### src/rtl/serial_uart_pkg.sv
// Shared definitions for the FIFO-buffered UART.
//   - TX and RX state encodings
//   - frame / data / counter widths
//   - pointer-width helper used by the FIFO
package serial_uart_pkg;

    typedef enum logic [1:0] {
        TX_IDLE  = 2'd0,
        TX_START = 2'd1,
        TX_DATA  = 2'd2,
        TX_STOP  = 2'd3
    } tx_state_t;

    typedef enum logic [1:0] {
        RX_IDLE  = 2'd0,
        RX_START = 2'd1,
        RX_DATA  = 2'd2,
        RX_STOP  = 2'd3
    } rx_state_t;

    localparam int DATA_W   = 9;   // widest data payload (9-bit mode)
    localparam int RX_W     = 10;  // {stop bit, data[8:0]}
    localparam int PERIOD_W = 15;  // bit-time down-counter width
    localparam int BITIDX_W = 4;   // indexes data bits 0..8

    // Index of the final data bit for each frame length.
    localparam logic [BITIDX_W-1:0] LAST_BIT_8 = 4'd7;
    localparam logic [BITIDX_W-1:0] LAST_BIT_9 = 4'd8;

    // Pointer width for a power-of-two FIFO of the given depth.
    function automatic int ptr_width(input int depth);
        return (depth <= 2) ? 1 : $clog2(depth);
    endfunction

endpackage

### src/rtl/serial_uart_fifo.sv
// Small synchronous FIFO with first-word-fall-through head output.
// Ports:
//   clk, reset   clock and synchronous active-high reset
//   en           qualifies every state update
//   wr, wdata    push request and data
//   rd           pop request (ignored when empty)
//   rdata        current head, zero while empty
//   empty, full  occupancy flags
// A push while full is accepted only when a pop happens on the same cycle.
module serial_uart_fifo
    import serial_uart_pkg::*;
#(
    parameter int WIDTH = 9,
    parameter int DEPTH = 4
) (
    input  logic             clk,
    input  logic             reset,
    input  logic             en,
    input  logic             wr,
    input  logic [WIDTH-1:0] wdata,
    input  logic             rd,
    output logic [WIDTH-1:0] rdata,
    output logic             empty,
    output logic             full
);

    localparam int            PW         = ptr_width(DEPTH);
    localparam logic [PW:0]   COUNT_FULL = (PW+1)'(DEPTH);

    logic [WIDTH-1:0] r_mem [DEPTH];
    logic [PW-1:0]    r_wr_ptr;
    logic [PW-1:0]    r_rd_ptr;
    logic [PW:0]      r_count;

    logic w_do_rd;
    logic w_do_wr;

    assign empty   = (r_count == '0);
    assign full    = (r_count == COUNT_FULL);
    assign w_do_rd = en & rd & ~empty;
    assign w_do_wr = en & wr & (~full | w_do_rd);

    // Head must be visible combinationally so the consumer can see it
    // in the same cycle the entry becomes available.
    assign rdata = empty ? '0 : r_mem[r_rd_ptr];

    always_ff @(posedge clk) begin
        if (reset) begin
            r_wr_ptr <= '0;
            r_rd_ptr <= '0;
            r_count  <= '0;
        end else begin
            if (w_do_wr) r_wr_ptr <= r_wr_ptr + 1'b1;
            if (w_do_rd) r_rd_ptr <= r_rd_ptr + 1'b1;
            case ({w_do_wr, w_do_rd})
                2'b10:   r_count <= r_count + 1'b1;
                2'b01:   r_count <= r_count - 1'b1;
                default: r_count <= r_count;
            endcase
        end
    end

    always_ff @(posedge clk) begin
        if (!reset && w_do_wr) r_mem[r_wr_ptr] <= wdata;
    end

endmodule

### src/rtl/serial_fifo_uart.sv
// FIFO-buffered UART: TX FIFO feeding a serialiser, deserialiser feeding
// an RX FIFO. Frame = start 0, 8 or 9 data bits LSB first, one stop 1.
// Ports:
//   clk, reset         clock, synchronous active-high reset
//   clk_en             qualifies every non-reset state update
//   period             bit time minus one, in clk_en cycles
//   long               1 = 9 data bits, 0 = 8 data bits
//   brk                forces txd low (TX FSM keeps running)
//   tx_wr, tx_data     push into TX FIFO; tx_full, tx_idle status
//   rx_rd              pop RX FIFO head
//   rx_data            RX head {stop bit, data[8:0]}
//   rx_valid, rx_ovrun RX not empty; sticky overrun
//   txint, rxint       one-clk_en-cycle event pulses
//   txd, rxd           serial line, idle high
module serial_fifo_uart
    import serial_uart_pkg::*;
#(
    parameter int TX_DEPTH = 4,
    parameter int RX_DEPTH = 4
) (
    input  logic                clk,
    input  logic                reset,
    input  logic                clk_en,
    input  logic [PERIOD_W-1:0] period,
    input  logic                long,
    input  logic                brk,
    input  logic                tx_wr,
    input  logic [DATA_W-1:0]   tx_data,
    output logic                tx_full,
    output logic                tx_idle,
    input  logic                rx_rd,
    output logic [RX_W-1:0]     rx_data,
    output logic                rx_valid,
    output logic                rx_ovrun,
    output logic                txint,
    output logic                rxint,
    output logic                txd,
    input  logic                rxd
);

    // ---------------- TX path ----------------
    tx_state_t              r_tx_state;
    logic [PERIOD_W-1:0]    r_tx_cnt;
    logic [BITIDX_W-1:0]    r_tx_bit;
    logic [DATA_W-1:0]      r_tx_shift;
    logic                   r_tx_long;
    logic                   r_txd;
    logic                   r_txint;

    logic                   w_tx_empty;
    logic [DATA_W-1:0]      w_tx_head;
    logic                   w_tx_pop;
    logic                   w_tx_push;
    logic                   w_tx_cnt_zero;
    logic [BITIDX_W-1:0]    w_tx_last;

    assign w_tx_cnt_zero = (r_tx_cnt == '0);
    assign w_tx_last     = r_tx_long ? LAST_BIT_9 : LAST_BIT_8;
    // Pop from IDLE, or on the last STOP cycle so frames run back-to-back.
    assign w_tx_pop      = clk_en & ~w_tx_empty &
                           ((r_tx_state == TX_IDLE) |
                            ((r_tx_state == TX_STOP) & w_tx_cnt_zero));
    // A write while full is dropped even if a pop frees space this cycle.
    assign w_tx_push     = tx_wr & ~tx_full;

    serial_uart_fifo #(.WIDTH(DATA_W), .DEPTH(TX_DEPTH)) u_tx_fifo (
        .clk   (clk),
        .reset (reset),
        .en    (clk_en),
        .wr    (w_tx_push),
        .wdata (tx_data),
        .rd    (w_tx_pop),
        .rdata (w_tx_head),
        .empty (w_tx_empty),
        .full  (tx_full)
    );

    always_ff @(posedge clk) begin
        if (reset) begin
            r_tx_state <= TX_IDLE;
            r_tx_cnt   <= '0;
            r_tx_bit   <= '0;
            r_tx_shift <= '0;
            r_tx_long  <= 1'b0;
            r_txd      <= 1'b1;
            r_txint    <= 1'b0;
        end else if (clk_en) begin
            r_txint <= 1'b0;
            if (w_tx_pop) begin
                r_tx_state <= TX_START;
                r_tx_cnt   <= period;
                r_tx_shift <= w_tx_head;
                r_tx_long  <= long;
                r_txd      <= 1'b0;
                r_txint    <= 1'b1;
            end else if (r_tx_state != TX_IDLE && !w_tx_cnt_zero) begin
                r_tx_cnt <= r_tx_cnt - 1'b1;
            end else begin
                case (r_tx_state)
                    TX_START: begin
                        r_tx_state <= TX_DATA;
                        r_tx_cnt   <= period;
                        r_tx_bit   <= '0;
                        r_txd      <= r_tx_shift[0];
                        r_tx_shift <= {1'b0, r_tx_shift[DATA_W-1:1]};
                    end
                    TX_DATA: begin
                        r_tx_cnt <= period;
                        if (r_tx_bit == w_tx_last) begin
                            r_tx_state <= TX_STOP;
                            r_txd      <= 1'b1;
                        end else begin
                            r_tx_bit   <= r_tx_bit + 1'b1;
                            r_txd      <= r_tx_shift[0];
                            r_tx_shift <= {1'b0, r_tx_shift[DATA_W-1:1]};
                        end
                    end
                    TX_STOP: r_tx_state <= TX_IDLE;
                    default: r_tx_state <= TX_IDLE;
                endcase
            end
        end
    end

    assign txd     = r_txd & ~brk;
    assign tx_idle = w_tx_empty & (r_tx_state == TX_IDLE);
    assign txint   = r_txint;

    // ---------------- RX path ----------------
    logic                   r_sync1;
    logic                   r_sync2;
    logic                   r_rx_prev;
    rx_state_t              r_rx_state;
    logic [PERIOD_W-1:0]    r_rx_cnt;
    logic [BITIDX_W-1:0]    r_rx_bit;
    logic [DATA_W-1:0]      r_rx_shift;
    logic                   r_rx_long;
    logic                   r_rxint;
    logic                   r_ovrun;

    logic                   w_rx_cnt_zero;
    logic                   w_rx_fall;
    logic                   w_rx_store;
    logic                   w_rx_drop;
    logic                   w_rx_full;
    logic                   w_rx_empty;
    logic [RX_W-1:0]        w_rx_word;
    logic [BITIDX_W-1:0]    w_rx_last;

    assign w_rx_cnt_zero = (r_rx_cnt == '0);
    assign w_rx_fall     = r_rx_prev & ~r_sync2;
    assign w_rx_last     = r_rx_long ? LAST_BIT_9 : LAST_BIT_8;
    assign w_rx_store    = clk_en & (r_rx_state == RX_STOP) & w_rx_cnt_zero;
    // Bit 8 is stale from an earlier 9-bit frame in 8-bit mode; mask it.
    assign w_rx_word     = {r_sync2, r_rx_long & r_rx_shift[8], r_rx_shift[7:0]};
    // A simultaneous read frees the slot, so only an unread full FIFO drops.
    assign w_rx_drop     = w_rx_store & w_rx_full & ~rx_rd;

    serial_uart_fifo #(.WIDTH(RX_W), .DEPTH(RX_DEPTH)) u_rx_fifo (
        .clk   (clk),
        .reset (reset),
        .en    (clk_en),
        .wr    (w_rx_store),
        .wdata (w_rx_word),
        .rd    (rx_rd),
        .rdata (rx_data),
        .empty (w_rx_empty),
        .full  (w_rx_full)
    );

    always_ff @(posedge clk) begin
        if (reset) begin
            r_sync1    <= 1'b1;
            r_sync2    <= 1'b1;
            r_rx_prev  <= 1'b1;
            r_rx_state <= RX_IDLE;
            r_rx_cnt   <= '0;
            r_rx_bit   <= '0;
            r_rx_shift <= '0;
            r_rx_long  <= 1'b0;
            r_rxint    <= 1'b0;
            r_ovrun    <= 1'b0;
        end else if (clk_en) begin
            r_sync1   <= rxd;
            r_sync2   <= r_sync1;
            r_rx_prev <= r_sync2;
            r_rxint   <= w_rx_store;

            // Set has priority over the clear from a read.
            if (w_rx_drop)
                r_ovrun <= 1'b1;
            else if (rx_rd && !w_rx_empty)
                r_ovrun <= 1'b0;

            case (r_rx_state)
                RX_IDLE: begin
                    if (w_rx_fall) begin
                        // Half a bit time puts the samples mid-bit.
                        r_rx_state <= RX_START;
                        r_rx_cnt   <= {1'b0, period[PERIOD_W-1:1]};
                        r_rx_long  <= long;
                    end
                end
                RX_START: begin
                    if (!w_rx_cnt_zero) begin
                        r_rx_cnt <= r_rx_cnt - 1'b1;
                    end else if (!r_sync2) begin
                        r_rx_state <= RX_DATA;
                        r_rx_cnt   <= period;
                        r_rx_bit   <= '0;
                    end else begin
                        r_rx_state <= RX_IDLE;
                    end
                end
                RX_DATA: begin
                    if (!w_rx_cnt_zero) begin
                        r_rx_cnt <= r_rx_cnt - 1'b1;
                    end else begin
                        r_rx_shift[r_rx_bit] <= r_sync2;
                        r_rx_cnt             <= period;
                        if (r_rx_bit == w_rx_last)
                            r_rx_state <= RX_STOP;
                        else
                            r_rx_bit <= r_rx_bit + 1'b1;
                    end
                end
                RX_STOP: begin
                    if (!w_rx_cnt_zero)
                        r_rx_cnt <= r_rx_cnt - 1'b1;
                    else
                        r_rx_state <= RX_IDLE;
                end
                default: r_rx_state <= RX_IDLE;
            endcase
        end
    end

    assign rx_valid = ~w_rx_empty;
    assign rx_ovrun = r_ovrun;
    assign rxint    = r_rxint;

endmodule
### config.mk
export PLATFORM = sky130hd
export DESIGN_NAME = serial_fifo_uart
export DESIGN_NICKNAME = d
export VERILOG_FILES = /design/src/rtl/serial_uart_pkg.sv /design/src/rtl/serial_uart_fifo.sv /design/src/rtl/serial_fifo_uart.sv
export SDC_FILE = /design/constraint.sdc
export NUM_CORES = 1
export LEC_CHECK = 0
export CAP_MARGIN = 20
export CORE_ASPECT_RATIO = 0.6
export CORE_UTILIZATION = 50
export DETAILED_ROUTE_END_ITERATION = 10
export GPL_ROUTABILITY_DRIVEN = 0
export GPL_TIMING_DRIVEN = 0
export PLACE_DENSITY = 0.72
export SLEW_MARGIN = 20
export SYNTH_ARGS = -nofsm -noshare
export SYNTH_HDL_FRONTEND = slang
export SYNTH_SLANG_ARGS = --single-unit
### constraint.sdc
create_clock -name clk -period 6.7 [get_ports clk]
set_clock_uncertainty 0.1 [all_clocks]
set_input_delay 1.34 -clock clk [delete_from_list [all_inputs] [get_ports clk]]
set_output_delay 1.34 -clock clk [all_outputs]
set_load 0.05 [all_outputs]
# Yosys cells after proc, flatten, opt, wreduce, memory -nomap -nowiden
# Memory sizes are Yosys's and may differ from the RTL's. A register that Yosys moved wholly into a read port is not among the register bits.
# Cells that the tools add are included.
# W data, S select, Z words.
# op_classes
n_addsub	12
magnitude_cmp	2
eq_ne	27
n_mux	55
bitwise	32
n_reduce_logical	35
# ops
op	count
$mux W15	8
$pmux W15 S4	1
$mux W9	4
$logic_not A15 Y1	2
$sub A15 B1 Y15 const B	2
$mux W4	7
$mux W2	13
$and A1 B1 Y1	20
$ne A2 B2 Y1 const B	9
$pmux W9 S2	1
$pmux W4 S2	2
$eq A2 B2 Y1 const B	6
$pmux W3 S2	2
$reduce_and A3 Y1	4
$reduce_and A6 Y1	2
$reduce_bool A2 Y1	6
$mux W1	11
$mux W10	1
$bwmux W9	1
$not A1 Y1	9
$add A2 B1 Y2 const B	4
$add A4 B1 Y4 const B	2
$eq A2 B1 Y1 const B	4
$eq A4 B4 Y1	2
other kinds (22)	40
# totals
regBits	83
mem_bits_rw	76
output_inout_bits	17
word_cells	188
mem_count	2
# memory_table
name	words	word_bits	read_ports	rd_clocked_by_memory_dff	wr	line	rtl
u_rx_fifo.r_mem	4	10	1	1	1	serial_uart_fifo.sv:30	logic [WIDTH-1:0] r_mem [DEPTH];
u_tx_fifo.r_mem	4	9	1	1	1	serial_uart_fifo.sv:30	

# Longest topological paths before layout
# Gate-level depths: netlist (run 1).
# depth
word_depth	11
ltp_mapped	14

# By module
# From an unflattened synthesis (run 1), not the netlist that was laid out.
# unflattened
hier_cells	792
area_unflattened_um2	8237.9
# modules_own_cells
mod	n_inst	cells_per_inst	area_per_inst_um2
serial_fifo_uart	1	558	4316.6
serial_uart_fifo (u_rx_fifo)	1	122	2050.7
serial_uart_fifo (u_tx_fifo)	1	112	1870.5

# Least setup slack after synthesis (run 1)
# OpenSTA, ideal clock, no wires.
# synth_timing
path_kind	flip-flop to output port
startpoint	reg r_tx_state[0]
endpoint	out tx_idle
t_arrival_ns	2.353
path_slack_ns	2.907
stages_incl_launch_ff	6
path_buffers	1
path_cell_list	dfxtp_1 inv_1 ha_1 clkbuf_1 inv_1 nor4_1
# synth_via
elab_chain_len	2
# synth_lines
item	line	rtl
start, declared	serial_fifo_uart.sv:42	tx_state_t r_tx_state;
start signal, assigned	serial_fifo_uart.sv:80	r_tx_state <= TX_IDLE;
start signal, assigned	serial_fifo_uart.sv:90	r_tx_state <= TX_START;
start signal, assigned	serial_fifo_uart.sv:101	r_tx_state <= TX_DATA;
$logic_not A2 Y1	serial_fifo_uart.sv:126	assign tx_idle = w_tx_empty & (r_tx_state == TX_IDLE);
$and A1 B1 Y1	serial_fifo_uart.sv:126	
end, declared	serial_fifo_uart.sv:30	output logic tx_idle,
# No other way between the ends.

==> results of run 1 <==
sequential cells by signal, indices dropped and copies added, names as in the netlist, 4 cells and up, named ones only:
signal	count
r_rx_cnt	15
r_rx_shift	9
r_tx_shift	9
u_tx_fifo.r_mem	36
r_tx_bit	4
r_rx_bit	4
r_tx_cnt	15
u_rx_fifo.r_mem	40
final cells by class:
cell class | instances | area (um^2) | share of cell area (%)
sequential | 163 | 4020 | 42.0
multi-input combinational | 520 | 3790 | 39.5
timing repair buffer | 46 | 460 | 4.80
clock buffer | 18 | 429 | 4.48
tap | 203 | 254 | 2.65
clock inverter | 14 | 241 | 2.52
buffer | 52 | 219 | 2.28
inverter | 45 | 169 | 1.76
cells by family (layout without fill, tap and decap cells):
group	Yosys count	after routing
and+or+nand+nor	246	246
adders and majority gates	26	26
buffers and inverters	97	175
xor gates and xnor gates	16	16
muxes	42	42
AOI/OAI and AO/OA	190	190
DFF	163	163
metrics by stage:
step	hold WS [ns]	setup slack, ns	power [mW]	cell area, um^2	util (%)
finish	0.363	2.38	3.64	9590	61.2
detailed placement	0.351	2.60	2.48	8920	56.9
CTS	0.361	2.33	3.58	9590	61.2
global placement	0.348	2.61	2.45	8910	56.8
global route	0.384	2.11	3.77	9590	61.2
floorplan	0.333	2.91	2.15	8200	-
report_power, final:
group	total (mW)	internal (mW)	switching, mW
logic	1.33	0.468	0.860
registers	1.20	1.13	0.0760
clock network	1.11	0.676	0.431
total	3.64	2.27	1.37
per-layer routing:
metal | vias to the layer above | GRT usage, %
met2 | 418 | 40.6
met5 | - | 0
met3 | 56 | 9.11
li1 | 3063 | -
met1 | 3316 | 40.2
met4 | 0 | 7.83
cells in the mapped netlist, types with 11 or more instances:
cell and instances:
a21oi_1 40, mux4_2 19, nand4_1 11, edfxtp_1 76, nor2_1 55, inv_1 44, or3_1 16, o21ai_0 33
nand2_1 52, dfxtp_1 87, mux2i_1 19, nand3_1 21, clkbuf_1 45, ha_1 24, a211oi_1 20, and2_1 21
nor3_1 19, a31oi_1 11
worst max-delay path, cell delays in order (launching register included):
cell	delay (ns)
dfxtp_1	0.32
clkbuf_1	0.67
mux4_2	0.61
and2_1	0.17
clkdlybuf4s50_1	0.69
path summary, 6_finish.rpt:
kind / end / slack, ns / cells past startpoint
max: rx_data[1] / 2.38 / 4
min: rx_ovrun / 0.36 / 2
min reg2reg: rx_ovrun / 0.36 / 2
max reg2reg: u_tx_fifo.r_count[2] / 2.66 / 14
==> results.cfg, run 1 <==
[synthesis]
synthFlopType = dfxtp_1
yosysSeqAreaShare_pct = 49.1
synth_warnings = 0
synth_top_area_share_pct = 27.8
synthesis.area_um2 = 8200
synth-async-reset-ratio_pct = 0
synth_xor_area_share_pct = 1.71
synthMuxAreaShare_pct = 8.09
synth_top_family_by_area = compound AO/OA/AOI/OAI gates
synth_cells = 780
ys_types = 78
synth-adder-area-share_pct = 4.15
postSynthAreaPerCell_um2 = 10.5
synth-compound-area-share_pct = 16.2
synth_area_leaders = edfxtp_1 28%, dfxtp_1 21%, mux4_2 5.2%, ha_1 3.7%, nor2_1 2.5%
synth-edff-count = 76
synth_nets = 838
synth_top_cell_by_area = edfxtp_1
yosys_register_bits = 163
synth-simple-area-share_pct = 16.0

[cells_and_area]
fin_cells = 1061
final_common_cell = dfxtp_1
area_growth_pct = 17.0
drive_above_1_share_pct = 9.44
nets = 903
most-common-layout-cells = 87 x dfxtp_1, 76 x edfxtp_1, 55 x nor2_1
fillCellCount = 1248
n_antenna_cell = 0

[floorplanning]
die_x_um = 167
initial_utilization_pct = 52.3
die_area_um2 = 16900
core_area_um2 = 15700
boundaryPins = 49
die_h_um = 101
rows = 35

[timing]
hold_viol = 0
setup_tns_ns = 0
rsz0062_at_grt = false
fin_crit_sh_pct = 64.5
slew_viol_final = 0
min_period_ns = 4.32
worstMarginPinSlew_ns = 0.902
setup_violations = 0
fmax_ghz = 0.231
slew_headroom_pct = 38.3

[detailed_routing]
met1Wirelength_mm = 10.3
wl_met3_mm = 2.79
met2_length_mm = 9.42
drt_iter0_drc = 859
wl_mm = 22.8
via_per_inst = 6.46
drc = 0
top_layer_used = met4
routedWlPerCell_um = 21.5
first_pass_iters = 11
drtAntennaViolNets = 0
vias = 6853

[clock_network]
path_clk_slew_ns = 0.07
cts_tree = built
clock_path_buffers = 2
clock_latency_ns = 0.43
cts_setup_buffers = 0
cts.sinks = 163
htree_levels = 4
numCtsBuffers = 17
cts_hold_buf = 0
cts.repair.resized = 0
cts_root_buffer = clkbuf_16

[placed_design]
port_buffers = 46
hpwl_mm = 16.4
dp_cells = 1029

[min_path]
min-delay-start = rx_ovrun
hp-class = register to register

[worst_setup_path]
crit-reg2reg-launch = r_tx_cnt[0]
start_kind = register
cp_max_fo = 10
worstSetupPathType = register to output port
worstPathRequired_ns = 5.26
crit_path_end_kind = output port
cp.arrival_ns = 2.88

[global_routing]
grt_antenna_before_repair = 0
grt_remaining_overflow = 0
grt_pass1_wl_mm = 35.7
grt_use_total_pct = 28.0
grt_max_degree = 18
grt_pass1_vias = 6454

[run]
timing.max_cap.violations = 0

[power]
power.leakage_nw = 3.31
power_density_nw_per_um2 = 379
vdd_drop_max_mv = 0.232

[status]
status = completed
Note: power is estimated with default switching activity, not from simulation.
==> inputs of run 2 (changes only) <==
==> constraint.sdc (replaced) <==
create_clock -name clk -period 4.2 [get_ports clk]
set_clock_uncertainty 0.1 [all_clocks]
set_input_delay 0.84 -clock clk [delete_from_list [all_inputs] [get_ports clk]]
set_output_delay 0.84 -clock clk [all_outputs]
set_load 0.05 [all_outputs]
==> run 2 against run 1 <==
Compared with the run above:
- highest routed layer unchanged
- worst hold slack about the same
- sequential cell count unchanged
- global-route usage unchanged
- utilization about the same
- via count up 0.10%
- combinational power up 60%
==> results.cfg, run 2 (synthesis gave the netlist of run 1 again) <==
[timing]
fmax_ghz = 0.258
setup_violations = 0
worstMarginPinSlew_ns = 0.897
rsz0062_at_grt = false
min_period_ns = 3.87
setup_tns_ns = 0
fin_ws_ns = 0.329
hold_viol = 0
fin_crit_sh_pct = 92.2
slew_viol_final = 0
slew_headroom_pct = 38.7

[floorplanning]
initial_utilization_pct = 52.3
core_area_um2 = 15700
die_h_um = 101
die_area_um2 = 16900
rows = 35
die_x_um = 167
boundaryPins = 49

[clock_network]
numCtsBuffers = 17
cts_setup_buffers = 0
cts_root_buffer = clkbuf_16
cts.repair.resized = 0
cts_tree = built
cts.sinks = 163
clock_latency_ns = 0.43
htree_levels = 4
clock_path_buffers = 2
cts_hold_buf = 0
path_clk_slew_ns = 0.07

[cells_and_area]
top_register = u_rx_fifo.r_mem
largest_register_ffs = 40
nets = 903
fillCellCount = 1248
area_growth_pct = 17.0
most-common-layout-cells = 87 x dfxtp_1, 76 x edfxtp_1, 55 x nor2_1
n_antenna_cell = 0
largest_registers = u_rx_fifo.r_mem (40), u_tx_fifo.r_mem (36)
fin_util_pct = 61.2
fin_area_um2 = 9590
drive_above_1_share_pct = 9.56
final_common_cell = dfxtp_1

[worst_setup_path]
cp_max_fo = 10
worstSetupPathType = register to register
r2r_end = u_tx_fifo.r_count[2]
path_delay_family = simple AND/OR/NAND/NOR gates
r2r_cells = 14
start_kind = register
ff2ff_setup_slack_ns = 0.33
cp.arrival_ns = 4.13
cpPeakStageDelay_ns = 0.44
path_buf_inv = 5
crit_path_end_kind = register
cpMostUsedCell = inv_1
cp_cell_sequence = inv_1 -> ha_1 -> or4b_1 -> clkbuf_1 -> nor4_2 -> clkbuf_2 -> o211ai_1 -> inv_1 -> ha_1 -> inv_1 -> fa_1 -> xor2_1 -> or3_1 -> a21oi_1
crit-reg2reg-launch = r_tx_cnt[0]
slowest_stage = or4b_1
worstPathRequired_ns = 4.46

[power]
power_mw = 5.81
power.leakage_nw = 3.29
vdd_drop_max_mv = 0.370
power_density_nw_per_um2 = 606

[placed_design]
dpl_cell_area_um2 = 8920
port_buffers = 46
place_ws_ns = 0.312
hpwl_mm = 16.4

[detailed_routing]
met1Wirelength_mm = 10.0
top_layer_used = met4
wl_mm = 22.8
drtAntennaViolNets = 0
vias = 6860
routedWlPerCell_um = 21.5
met2_length_mm = 9.49
drc = 0
drt_iter0_drc = 854
via_per_inst = 6.47
wl_met3_mm = 3.00
first_pass_iters = 6

[global_routing]
grt_pass1_wl_mm = 35.7
grt_pass1_vias = 6454
grt_remaining_overflow = 0
grt_max_degree = 18
grt_antenna_before_repair = 0
grt_use_total_pct = 28.0

[run]
timing.max_cap.violations = 0

[min_path]
whs_path_depth = 2
min-delay-start = rx_ovrun
worst_hold_path.endpoint = rx_ovrun
hp-class = register to register

[status]
status = completed
## run 2: cell counts in the layout (fill, tap and decap cells not counted)
Identical to the previous run, type by type.
## run 2: final cells by class
class / count / area, um^2 / area share, %
Sequential cell: 163 / 4020 / 42.0
Clock inverter: 14 / 241 / 2.52
Timing Repair Buffer: 46 / 460 / 4.80
Tap cell: 203 / 254 / 2.65
Buffer: 52 / 220 / 2.30
Multi-Input combinational cell: 520 / 3790 / 39.5
Clock buffer: 18 / 429 / 4.48
Inverter: 45 / 169 / 1.76
## run 2: where the power goes
| group | internal [mW] | total [mW] | switching, mW | leakage (nW) |
|---|---|---|---|---|
| combinational | 0.751 | 2.13 | 1.38 | 1.58 |
| clock | 1.08 | 1.76 | 0.686 | 0.327 |
| sequential | 1.80 | 1.92 | 0.122 | 1.38 |
## run 2: how the worst max path moves through the flow
| stage | start | endpoint | slack [ns] | cells past startpoint |
|---|---|---|---|---|
| finish | r_tx_cnt[0] | u_tx_fifo.r_count[2] | 0.33 | 14 |
| global route | register | rx_data[9] | 0.11 | 4 |
| CTS | r_tx_cnt[0] | u_tx_fifo.r_count[2] | 0.29 | 14 |
| detailed placement | r_tx_cnt[0] | u_tx_fifo.r_count[2] | 0.31 | 14 |
| global placement | r_tx_cnt[0] | u_tx_fifo.r_count[2] | 0.38 | 14 |
| floorplan | r_tx_cnt[0] | u_tx_fifo.r_count[2] | 0.86 | 14 |
## run 2: per-stage QoR
stage,hold slack (ns),std cells
2_1_floorplan,0.333,780
3_3_place_gp,0.348,1029
3_5_place_dp,0.351,1029
4_1_cts,0.361,1061
5_1_grt,0.384,1061
6_report,0.363,1061
## run 2: worst reg2reg max path: stages (launching register included)
cell	delay, ns
dfxtp_1	0.33
inv_1	0.08
ha_1	0.23
or4b_1	0.44
clkbuf_1	0.19
nor4_2	0.39
clkbuf_2	0.30
o211ai_1	0.27
inv_1	0.21
ha_1	0.23
inv_1	0.07
fa_1	0.37
xor2_1	0.16
or3_1	0.30
a21oi_1	0.14
## run 2: metal layers
metal | up-vias | GRT usage [%]
li1 | 3064 | -
met1 | 3309 | 40.2
met3 | 39 | 9.11
met4 | 0 | 7.83
met2 | 448 | 40.6
met5 | - | 0
